File: config.mk
export PLATFORM = sky130hd
export DESIGN_NAME = sphere_stream_unpacker
export DESIGN_NICKNAME = d
export VERILOG_FILES = /design/src/rtl/sphere_stream_unpacker.sv
export SDC_FILE = /design/constraint.sdc
export NUM_CORES = 1
export LEC_CHECK = 0
export ABC_AREA = 1
export BUFFER_PORTS_ARGS = -buffer_cell sky130_fd_sc_hd__buf_2
export CORE_MARGIN = 4
export CORE_UTILIZATION = 45
export CTS_CLUSTER_DIAMETER = 60
export CTS_CLUSTER_SIZE = 12
export DETAILED_ROUTE_END_ITERATION = 10
export GPL_ROUTABILITY_DRIVEN = 0
export PLACE_DENSITY_LB_ADDON = 0.12
export SETUP_SLACK_MARGIN = 0.15
export SYNTH_ARGS = -nofsm -noshare
export SYNTH_HDL_FRONTEND = slang
export SYNTH_SLANG_ARGS = --single-unit
File: constraint.sdc
create_clock -name clk -period 3.6 [get_ports clk]
set_clock_uncertainty 0.2 [all_clocks]
set_input_delay 0 -clock clk [delete_from_list [all_inputs] [get_ports clk]]
set_output_delay 0 -clock clk [all_outputs]
set_load 0.01 [all_outputs]
File: src/rtl/sphere_stream_unpacker.sv
// Rebuilds 64-bit Sphere records from the SPI byte stream (count header + N records, MSB-first).
// Latency: record presented one cycle after its 8th byte; frame_done one cycle after the last handshake.
// Backpressure: byte input cannot stall; a record completing while the previous one is unaccepted raises err.
module sphere_stream_unpacker #(
  parameter int MAX_SPHERES = 16,
  parameter int IDX_B       = 4
) (
  input  logic             clk,
  input  logic             rstn,
  input  logic             frame_start,
  input  logic             byte_valid,
  input  logic [7:0]       byte_data,
  output logic             sphere_valid,
  input  logic             sphere_ready,
  output logic [63:0]      sphere_data,
  output logic [IDX_B-1:0] sphere_idx,
  output logic             frame_done,
  output logic             err,
  output logic             busy
);

  typedef enum logic [2:0] {
    S_IDLE,
    S_HEADER,
    S_PAYLOAD,
    S_HOLD,
    S_ERROR
  } state_t;

  localparam logic [7:0] MAX_N = 8'(MAX_SPHERES);

  state_t           state;
  state_t           state_nxt;
  // Only bytes 0..6 need storing; byte 7 is appended directly when the record loads.
  logic [55:0]      shreg;
  logic [2:0]       byte_cnt;
  logic [IDX_B-1:0] rec_cnt;
  logic [IDX_B-1:0] last_idx;

  logic             xfer;
  logic             hdr_bad;
  logic             rec_done;
  logic             ovf;
  logic             is_last;
  logic [63:0]      assembled;

  assign xfer      = sphere_valid & sphere_ready;
  assign hdr_bad   = (byte_data == 8'd0) || (byte_data > MAX_N);
  assign rec_done  = (state == S_PAYLOAD) && byte_valid && (byte_cnt == 3'd7);
  // Overflow only when the held record is not leaving on this same edge.
  assign ovf       = rec_done && sphere_valid && !sphere_ready;
  assign is_last   = (rec_cnt == last_idx);
  assign assembled = {shreg, byte_data};
  assign busy      = (state == S_HEADER) || (state == S_PAYLOAD) || (state == S_HOLD);

  // State register.
  always_ff @(posedge clk or negedge rstn) begin
    if (!rstn) state <= S_IDLE;
    else       state <= state_nxt;
  end

  // Next-state logic; frame_start overrides everything.
  always_comb begin
    state_nxt = state;
    if (frame_start) begin
      state_nxt = S_HEADER;
    end else begin
      case (state)
        S_HEADER: begin
          if (byte_valid) state_nxt = hdr_bad ? S_ERROR : S_PAYLOAD;
        end
        S_PAYLOAD: begin
          if (ovf)                     state_nxt = S_ERROR;
          else if (rec_done && is_last) state_nxt = S_HOLD;
        end
        S_HOLD: begin
          if (xfer) state_nxt = S_IDLE;
        end
        default: state_nxt = state;
      endcase
    end
  end

  // Datapath: byte assembly, output record register, counters and flags.
  always_ff @(posedge clk or negedge rstn) begin
    if (!rstn) begin
      shreg        <= '0;
      byte_cnt     <= '0;
      rec_cnt      <= '0;
      last_idx     <= '0;
      sphere_valid <= 1'b0;
      sphere_data  <= '0;
      sphere_idx   <= '0;
      frame_done   <= 1'b0;
      err          <= 1'b0;
    end else if (frame_start) begin
      // Restart: any pending or partial record is discarded.
      shreg        <= '0;
      byte_cnt     <= '0;
      rec_cnt      <= '0;
      sphere_valid <= 1'b0;
      frame_done   <= 1'b0;
      err          <= 1'b0;
    end else begin
      frame_done <= (state == S_HOLD) && xfer;
      if (xfer) sphere_valid <= 1'b0;
      case (state)
        S_HEADER: begin
          if (byte_valid) begin
            if (hdr_bad) err <= 1'b1;
            else         last_idx <= IDX_B'(byte_data - 8'd1);
          end
        end
        S_PAYLOAD: begin
          if (byte_valid) begin
            shreg    <= {shreg[47:0], byte_data};
            byte_cnt <= byte_cnt + 3'd1;
            if (rec_done) begin
              if (ovf) begin
                err <= 1'b1;
              end else begin
                sphere_data  <= assembled;
                sphere_idx   <= rec_cnt;
                sphere_valid <= 1'b1;
                if (!is_last) rec_cnt <= rec_cnt + 1'b1;
              end
            end
          end
        end
        default: ;
      endcase
    end
  end

endmodule

* Word level (Yosys, flattened, before mapping) *
Index checks and enable logic that the tools add are counted.

storage, ports and cells
  output and inout bits = 72
  bits in latches = 0
  bits in registers = 141
  word-level logic and storage cells = 87
  bits in writable memories = 0
  input bits = 13
  bits in read-only memories = 0
  memories kept = 0

operators by class
  reduce and logical (&&, ||, !) cells = 22
  add/subtract/negate cells = 3
  bitwise logic cells = 4
  mux-type cells = 33
  shifts and indexed selects = 0
  multiply operators = 0
  magnitude comparators = 1
  divide/modulo/power cells = 0
  equal/unequal tests = 14

operator list
  cell                 count
  $mux 56              3
  $mux 3               9
  $mux 4               6
  $ne 3x3->1 const B   6
  $mux 1               13
  $reduce_and 5->1     2
  $pmux 3 s3           1
  $gt 8x5->1 const B   1
  $logic_not 8->1      1
  $reduce_and 4->1     2
  $eq 3x2->1 const B   2
  $logic_and 1x1->1    6
  $reduce_and 6->1     1
  $reduce_bool 2->1    3
  $add 4x1->4 const B  1
  $eq 4x4->1           1
  $ne 2x2->1 const B   2
  $ne 4x3->1 const B   1
  $reduce_bool 4->1    1
  $sub 4x1->4 const B  1
  $add 3x1->3 const B  1
  $eq 3x1->1 const B   1
  $eq 3x3->1 const B   1
  $logic_or 1x1->1     3
  6 further kinds      8

* Longest topological paths before layout *
Gate-level depths: netlist (run 1).

  word-level depth = 10
  depth in mapped cells = 10
  depth with buffers taken out = 10

* Worst setup path before layout (run 1) *
Ideal clock, no wire load.

  path kind = reg-to-reg
  from = reg byte_cnt[0]
  to = reg sphere_data[0]
  arrival time = 1351 ps
  slack = 1919 ps
  data required time = 3270 ps
  clock period less this slack = 1681 ps
  path buffers = 1
  library setup time = 130 ps
  stages on the path, launching flop included = 8
  path through = dfrtp_1 > ha_1 > ha_1 > nand2_1 > nor2_4 > nand3_4 > clkbuf_1 > o21ai_1

between the ends
  cells in the longest elaborated chain, start to end = 6

ends and longest elaborated chain
  item                            line  RTL
  from (decl)                     36    logic [2:0] byte_cnt;
  from (signal assigned)          117   byte_cnt <= byte_cnt + 3'd1;
  $eq 3x3->1 *                    49    assign rec_done = (state == S_PAYLOAD) && byte_valid && (byte_cnt == 3'd7);
  $logic_and 1x1->1 *             49
  $logic_and 1x1->1 (2 in a row)  51    assign ovf = rec_done && sphere_valid && !sphere_ready;
  $not 1->1 (no line)             --
  $reduce_and 5->1 (no line) *    --
  to (signal assigned)            122   sphere_data <= assembled;
  to (decl)                       15    output logic [63:0] sphere_data,

Mark *: on every way between the ends. The rest lies on a longest branch, timed or not.
A chain may end at the register's enable or synchronous reset.

* Worst setup path in the final report (run 1) *
  from = in byte_data[0]
  to = reg last_idx[3]

between the ends
  cells in the longest elaborated chain, start to end = 4
  elaborated cells between the ends (all ways) = 6
  classes of those cells = 1 x add/sub; 1 x order compare; 1 x bitwise; 3 x reduce/logical

ends and longest elaborated chain
  item                                                  line  RTL
  from (decl)                                           12    input logic [7:0] byte_data,
  $gt 8x5->1 / $logic_not 8->1 (equally long branches)  48    assign hdr_bad = (byte_data == 8'd0) || (byte_data > MAX_N);
  $logic_or 1x1->1                                      48
  $not 1->1 (no line)                                   --
  $reduce_and 4->1 (no line)                            --
  to (signal assigned)                                  111   else last_idx <= IDX_B'(byte_data - 8'd1);
  to (decl)                                             38    logic [IDX_B-1:0] last_idx;

Several ways; a longest one is shown, not always the timed one.

==> qor.csv, run 1 <==
stage;metric;value;unit
final_layout;nNetsFinal;693;
yosys;avgSynthCellArea;9.72;um^2
floorplanning;die_h;120;um
sta;period_needed;2.90;ns
final_layout;finish.instance_area;6940;um^2
power_and_ir_drop;leakage;0.00343;uW
yosys;syn-num-nets;597;
sta;finalMaxSlewViolations;0;
clocking;cts_inserted_buffers;17;
global_routing;grt_pass1_wl;20.9;mm
yosys;postSynthCellCount;580;
yosys;ys_types;25;
floorplanning;core;12200;um^2
global_routing;antenna_found_initial;0;
yosys;yosysTopAreaCellShare;62.6;%
critical_path;path_max_fanout;4;
sta;setup_tns;0;ns
power_and_ir_drop;totalPowerFinal;3690;uW
routing;routed_wirelength;12.3;mm
sta;whs;0.0998;ns
clocking;cts_setup_buffers;0;
power_and_ir_drop;irDropWorstVdd;0.000274;V
critical_path;end_kind;flip-flop;
place;place_hpwl;7.99;mm
yosys;synth_top_cell_by_area;dfrtp_1;
critical_path;crit_type;primary input to flip-flop;
routing;viasPerCell;4.85;
critical_path;worstPathRequired;3.69;ns
sta;final-setup-viol-count;0;
yosys;ys_seq_elements;141;
place;placed_cell_area;6120;um^2
flow_run;cap_violations;0;
clocking;cts-htree-levels;4;
yosys;netlist_area;5640;um^2
routing;vias;4156;
floorplanning;io_pins;85;
yosys;seq_area_frac_synth;62.6;%
global_routing;grt_max_degree;118;
clocking;clk_latency;0.41;ns
hold_path;holdCritPathClass;primary input to asynchronous set/reset pin;
final_layout;n_antenna_cell;0;
sta;slew_headroom;29.3;%
yosys;yosysWarnings;0;
sta;clock.fmax;0.344;GHz
global_routing;overflow;0;
clocking;ctsLongestPathBuffers;2;
floorplanning;dieWidth;120;um
final_layout;layout_commonest_cell;dfrtp_1;
sta;hold_viol;0;
critical_path;arrival;2.99;ns
floorplanning;die-area;14400;um^2
sta;rsz0062_at_grt;false;
final_layout;mostFrequentLayoutCells;dfrtp_1 (141), nand2_1 (124), buf_2 (83), inv_1 (82), o21ai_0 (48);
floorplanning;num_rows;40;
place;io_buffers;84;
global_routing;grt_usage;18.3;%
clocking;cts_resized;0;
critical_path;r2r-start;byte_cnt[0];
routing;ant_nets;0;
clocking;clkTransAtPathRegs;0.05;ns
final_layout;drive_gt1_share;18.1;%
routing;drt_iter0_markers;302;
critical_path;cp-start-kind;primary input;
sta;finalCritPeriodShare;80.7;%
routing;dr.pass1.iters;5;
final_layout;fillers;1088;
final_layout;syn2layout_area_growth;23.1;%
yosys;synth_area_leaders;dfrtp_1 (63%), nand2_1 (8.3%), inv_1 (5.5%);
clocking;clkSinkCount;141;
power_and_ir_drop;power_density;532;nW/um^2
floorplanning;initial_utilization;46.3;%
routing;wl_per_cell;14.4;um
clocking;root_buffer;clkbuf_16;
routing;drc;0;
critical_path;startpoint;byte_data[0];
sta;tightestPinTransition;1.06;ns
clocking;cts_tree;done;
global_routing;grt_pass1_vias;4173;
status;status;complete, no violations;
## worst max-delay path: stages
cell	delay, ns
dlygate4sd3_1	0.55
buf_2	0.14
inv_1	0.15
nand3_1	0.11
dlygate4sd3_1	0.59
xor2_1	0.14
dlygate4sd3_1	0.57
nor2_1	0.13
nor2_1	0.06
dlygate4sd3_1	0.55
## cell usage after synthesis (all sizes together)
master  count
nor4        1
a31oi       1
clkbuf     12
buf        18
nand2     125
o21ai      90
inv        84
xnor2       2
a21oi       5
nand3      34
mux2i       1
nand3b      1
nand4       2
ha          4
nor2       19
nor3        1
o22ai      37
xor2        2
dfrtp     141
## registers in the layout (all words and copies together), names as in the netlist
signal	cells
err	1
sphere_idx	4
state	3
last_idx	4
shreg	56
sphere_valid	1
frame_done	1
byte_cnt	3
rec_cnt	4
sphere_data	64
## layer usage
metal,vias to the layer above,GRT usage [%],routed length (um),part of all wire (%)
met2,94,29.5,6060,49
met3,11,4.67,528,4.3
met5,-,0,0,0
met4,0,7.09,154,1.3
met1,1980,23.7,5570,45
li1,2071,-,-,-
## through the flow
stage / util [%] / std cells / setup WS [ns]
finish: 57.0 / 857 / 0.696
global route: 57.0 / 857 / 0.607
CTS: 57.0 / 857 / 0.830
detailed placement: 50.3 / 807 / 1.09
global placement: 50.3 / 807 / 1.16
floorplan: - / 580 / 1.92
## cells by family after synthesis
kind of cell	after synthesis	share of synthesized area, %
muxes	1	0.178
xor gates and xnor gates	4	0.622
adders and majority gates	4	0.888
buffers and inverters	114	9.19
AOI/OAI and AO/OA	133	12.7
and+or+nand+nor	183	13.9
DFF	141	62.6
## power breakdown
group	leakage [uW]	total, uW	internal, uW	switching, uW
clock network	0.000314	1830	1220	609
logic	0.00115	223	78.8	144
registers	0.00196	1640	1610	25.1
## cell type report
class	count	area (um^2)	share of cell area (%)
clock buffer	27	533	7.68
tap	168	210	3.03
sequential	141	3530	50.9
timing repair buffer	107	657	9.47
multi-input combinational	325	1590	23.0
inverter	84	315	4.55
clock inverter	5	100	1.44
## worst paths after layout
| kind | depth (start not counted) | to | slack, ns |
|---|---|---|---|
| max in group asynchronous | 3 | sphere_data[30] | 2.26 |
| min in group clk | 4 | sphere_data[6] | 0.23 |
| hold reg to reg | 2 | err | 0.27 |
| setup reg to reg | 8 | sphere_data[63] | 1.09 |
| setup / recovery | 10 | last_idx[3] | 0.70 |
| hold / removal | 2 | sphere_data[26] | 0.1 |
## what timing repair did
action                                  4_1_cts  5_1_grt
endpoints found under the hold margin       164        0
endpoints found under the setup margin        0        0
hold buffers                                 18        0
Note: power is estimated with default switching activity, not from simulation.
==> inputs of run 2 (changes only) <==
- clock period: 3.6 -> 3.05 ns (I/O delays scaled with it)
==> run 2 against run 1 <==
Against the previous run:
- worst setup slack lost 0.059 ns
- total power grew 13%
- sequential power grew 18%
- clock power grew 9%
- utilization shrank 0.28 points
- design area shrank 0.49%
- highest routed layer unchanged
==> qor.csv, run 2 (synthesis results as in run 1) <==
stage;metric;value;unit;change
critical_path;arrival;2.51;ns;was 2.99 ns
clocking;cts_tree;done;;unchanged
routing;route.met2.wl;5.86;mm;was 6.06 mm
power_and_ir_drop;switching_share;22.5;%;was 21.1%
floorplanning;io_pins;85;;unchanged
critical_path;cp_cell_sequence;dlygate4sd3_1, buf_2, inv_1, ha_1, nand3_1, nand2_1, nand3_1, nor2_1, nand2_1, nor2_1, nor2_1, dlygate4sd3_1;;was dlygate4sd3_1, buf_2, inv_1, nand3_1, dlygate4sd3_1, xor2_1, dlygate4sd3_1, nor2_1, nor2_1, dlygate4sd3_1
place;io_buffers;84;;unchanged
power_and_ir_drop;leakage;0.00340;uW;was 0.00343 uW
clocking;clkTransAtPathRegs;0.06;ns;was 0.05 ns
critical_path;path_max_fanout;7;;was 4
place;dpl.cell_count;809;;was 807
clocking;root_buffer;clkbuf_16;;unchanged
hold_path;holdCritPathClass;primary input to asynchronous set/reset pin;;unchanged
final_layout;syn2layout_area_growth;22.5;%;was 23.1%
sta;rsz0062_at_grt;false;;unchanged
critical_path;startpoint;byte_data[0];;unchanged
final_layout;reg.largest.list;sphere_data x64, shreg x56;;unchanged
clocking;clk_latency;0.41;ns;about the same
global_routing;grt_usage;18.2;%;was 18.3%
sta;setup_tns;0;ns;unchanged
final_layout;top_register;sphere_data;;unchanged
place;place_hpwl;8.21;mm;was 7.99 mm
power_and_ir_drop;comb_power_share;6.3;%;was 6.0%
sta;final-setup-viol-count;0;;unchanged
critical_path;r2r_slack;0.72;ns;was 1.09 ns
global_routing;grt_max_degree;88;;was 118
routing;wl_per_cell;14.2;um;was 14.4 um
global_routing;overflow;0;;unchanged
critical_path;crit_buf_inv;4;;was 6
clocking;cts_setup_buffers;0;;unchanged
routing;ant_nets;0;;unchanged
final_layout;n_antenna_cell;0;;unchanged
clocking;cts_resized;0;;unchanged
global_routing;grt_pass1_vias;4112;;was 4,173
critical_path;crit_type;primary input to flip-flop;;unchanged
final_layout;final_cells;857;;unchanged
routing;viasPerCell;4.85;;about the same
final_layout;mostFrequentLayoutCells;dfrtp_1 (141), nand2_1 (124), buf_2 (83), inv_1 (82), o21ai_0 (48);;unchanged
global_routing;grt_pass1_wl;20.8;mm;was 20.9 mm
clocking;clkSinkCount;141;;unchanged
sta;period_needed;2.41;ns;
routing;drc;0;;unchanged
final_layout;layout_commonest_cell;dfrtp_1;;unchanged
final_layout;largest_reg_flops;64;;unchanged
sta;tightestPinTransition;0.768;ns;was 1.06 ns
sta;whs;0.0261;ns;was 0.0998 ns
power_and_ir_drop;power_density;606;nW/um^2;was 532 nW/um^2
floorplanning;initial_utilization;46.3;%;unchanged
power_and_ir_drop;clock_power_share;47.5;%;was 49.5%
sta;finalCritPeriodShare;79.1;%;
sta;slew_headroom;48.8;%;was 29.3%
floorplanning;num_rows;40;;unchanged
floorplanning;core;12200;um^2;unchanged
routing;drt-met1-wl;5.60;mm;was 5.57 mm
power_and_ir_drop;p_sw;940;uW;was 777 uW
global_routing;antenna_found_initial;0;;unchanged
floorplanning;dieWidth;120;um;unchanged
routing;routed_wirelength;12.1;mm;was 12.3 mm
critical_path;end_kind;flip-flop;;unchanged
sta;clock.fmax;0.414;GHz;
critical_path;max_stage_delay;0.55;ns;was 0.59 ns
critical_path;cp_top_family;buffers and inverters;;unchanged
routing;vias;4153;;was 4,156
place;post-place-ws;0.734;ns;was 1.09 ns
power_and_ir_drop;seq_power_share;46.3;%;was 44.4%
final_layout;drive_gt1_share;18.4;%;was 18.1%
clocking;cts-htree-levels;4;;unchanged
power_and_ir_drop;p_int;3240;uW;was 2910 uW
floorplanning;die_h;120;um;unchanged
status;status;complete, no violations;;unchanged
critical_path;worstPathRequired;3.14;ns;was 3.69 ns
critical_path;r2r-start;state[0];;was byte_cnt[0]
clocking;hold_buffers;16;;was 18
final_layout;nNetsFinal;693;;unchanged
critical_path;worst-r2r-cell-count;6;;was 8
sta;finalMaxSlewViolations;0;;unchanged
clocking;cts_inserted_buffers;17;;unchanged
critical_path;cp_common_cell;nor2_1;;was dlygate4sd3_1
flow_run;cap_violations;0;;unchanged
routing;dr.pass1.iters;5;;unchanged
power_and_ir_drop;irDropWorstVdd;0.000293;V;was 0.000274 V
critical_path;r2r_end;shreg[12];;was sphere_data[63]
critical_path;cp_slowest_cell;dlygate4sd3_1;;unchanged
routing;routed-wl-met3;458;um;was 528 um
routing;drt_iter0_markers;306;;was 302
critical_path;cp-start-kind;primary input;;unchanged
sta;hold_viol;0;;unchanged
clocking;ctsLongestPathBuffers;2;;unchanged
sta;fin_ws;0.637;ns;was 0.696 ns
floorplanning;die-area;14400;um^2;unchanged
routing;routed.top_layer;met4;;unchanged
## run 2: cell types whose count changed in the layout (fill, tap and decap cells not counted)
cell / change
dlygate4sd3_1: -2
clkbuf_8: -5
clkinv_4: +2
clkinv_2: +1
clkinvlp_4: +3
buf_12: +2
bufinv_16: -1
## run 2: layout make-up
class / instances / area, um^2
flip-flops and latches: 141 / 3530
multi-input cells: 325 / 1590
well taps: 168 / 210
clock buffers: 22 / 464
repair buffers: 107 / 677
inverters: 84 / 315
fillers: 1105 / 5260
clock inverters: 10 / 115
## run 2: layer usage
layer	track usage (%)	vias up
met2	28.9	89
met4	6.66	0
met3	4.38	18
met5	0	-
li1	-	2075
met1	24.4	1971
## run 2: how the worst max path moves through the flow
stage / to / cells after the start / slack [ns]
after CTS: last_idx[3] / 12 / 0.66
after floorplan: sphere_data[0] / 7 / 1.37
after global routing: last_idx[0] / 12 / 0.55
after global placement: shreg[22] / 6 / 0.74
final: last_idx[3] / 12 / 0.64
after detailed placement: shreg[12] / 6 / 0.73
## run 2: power groups by stage
stage / sequential, uW / clock [uW] / combinational, uW
after CTS: 1930 / 2020 / 267
after global routing: 1940 / 2130 / 304
after floorplan: 1960 / 0 / 153
final: 1940 / 1990 / 262
after detailed placement: 1970 / 0 / 244
after global placement: 1970 / 0 / 239
## run 2: through the flow
step / cell area, um^2 / total power [uW] / util (%)
2_1_floorplan: 5640 / 2120 / -
3_3_place_gp: 6160 / 2200 / 50.7
3_5_place_dp: 6160 / 2210 / 50.7
4_1_cts: 6900 / 4230 / 56.8
5_1_grt: 6900 / 4370 / 56.8
6_report: 6900 / 4180 / 56.8
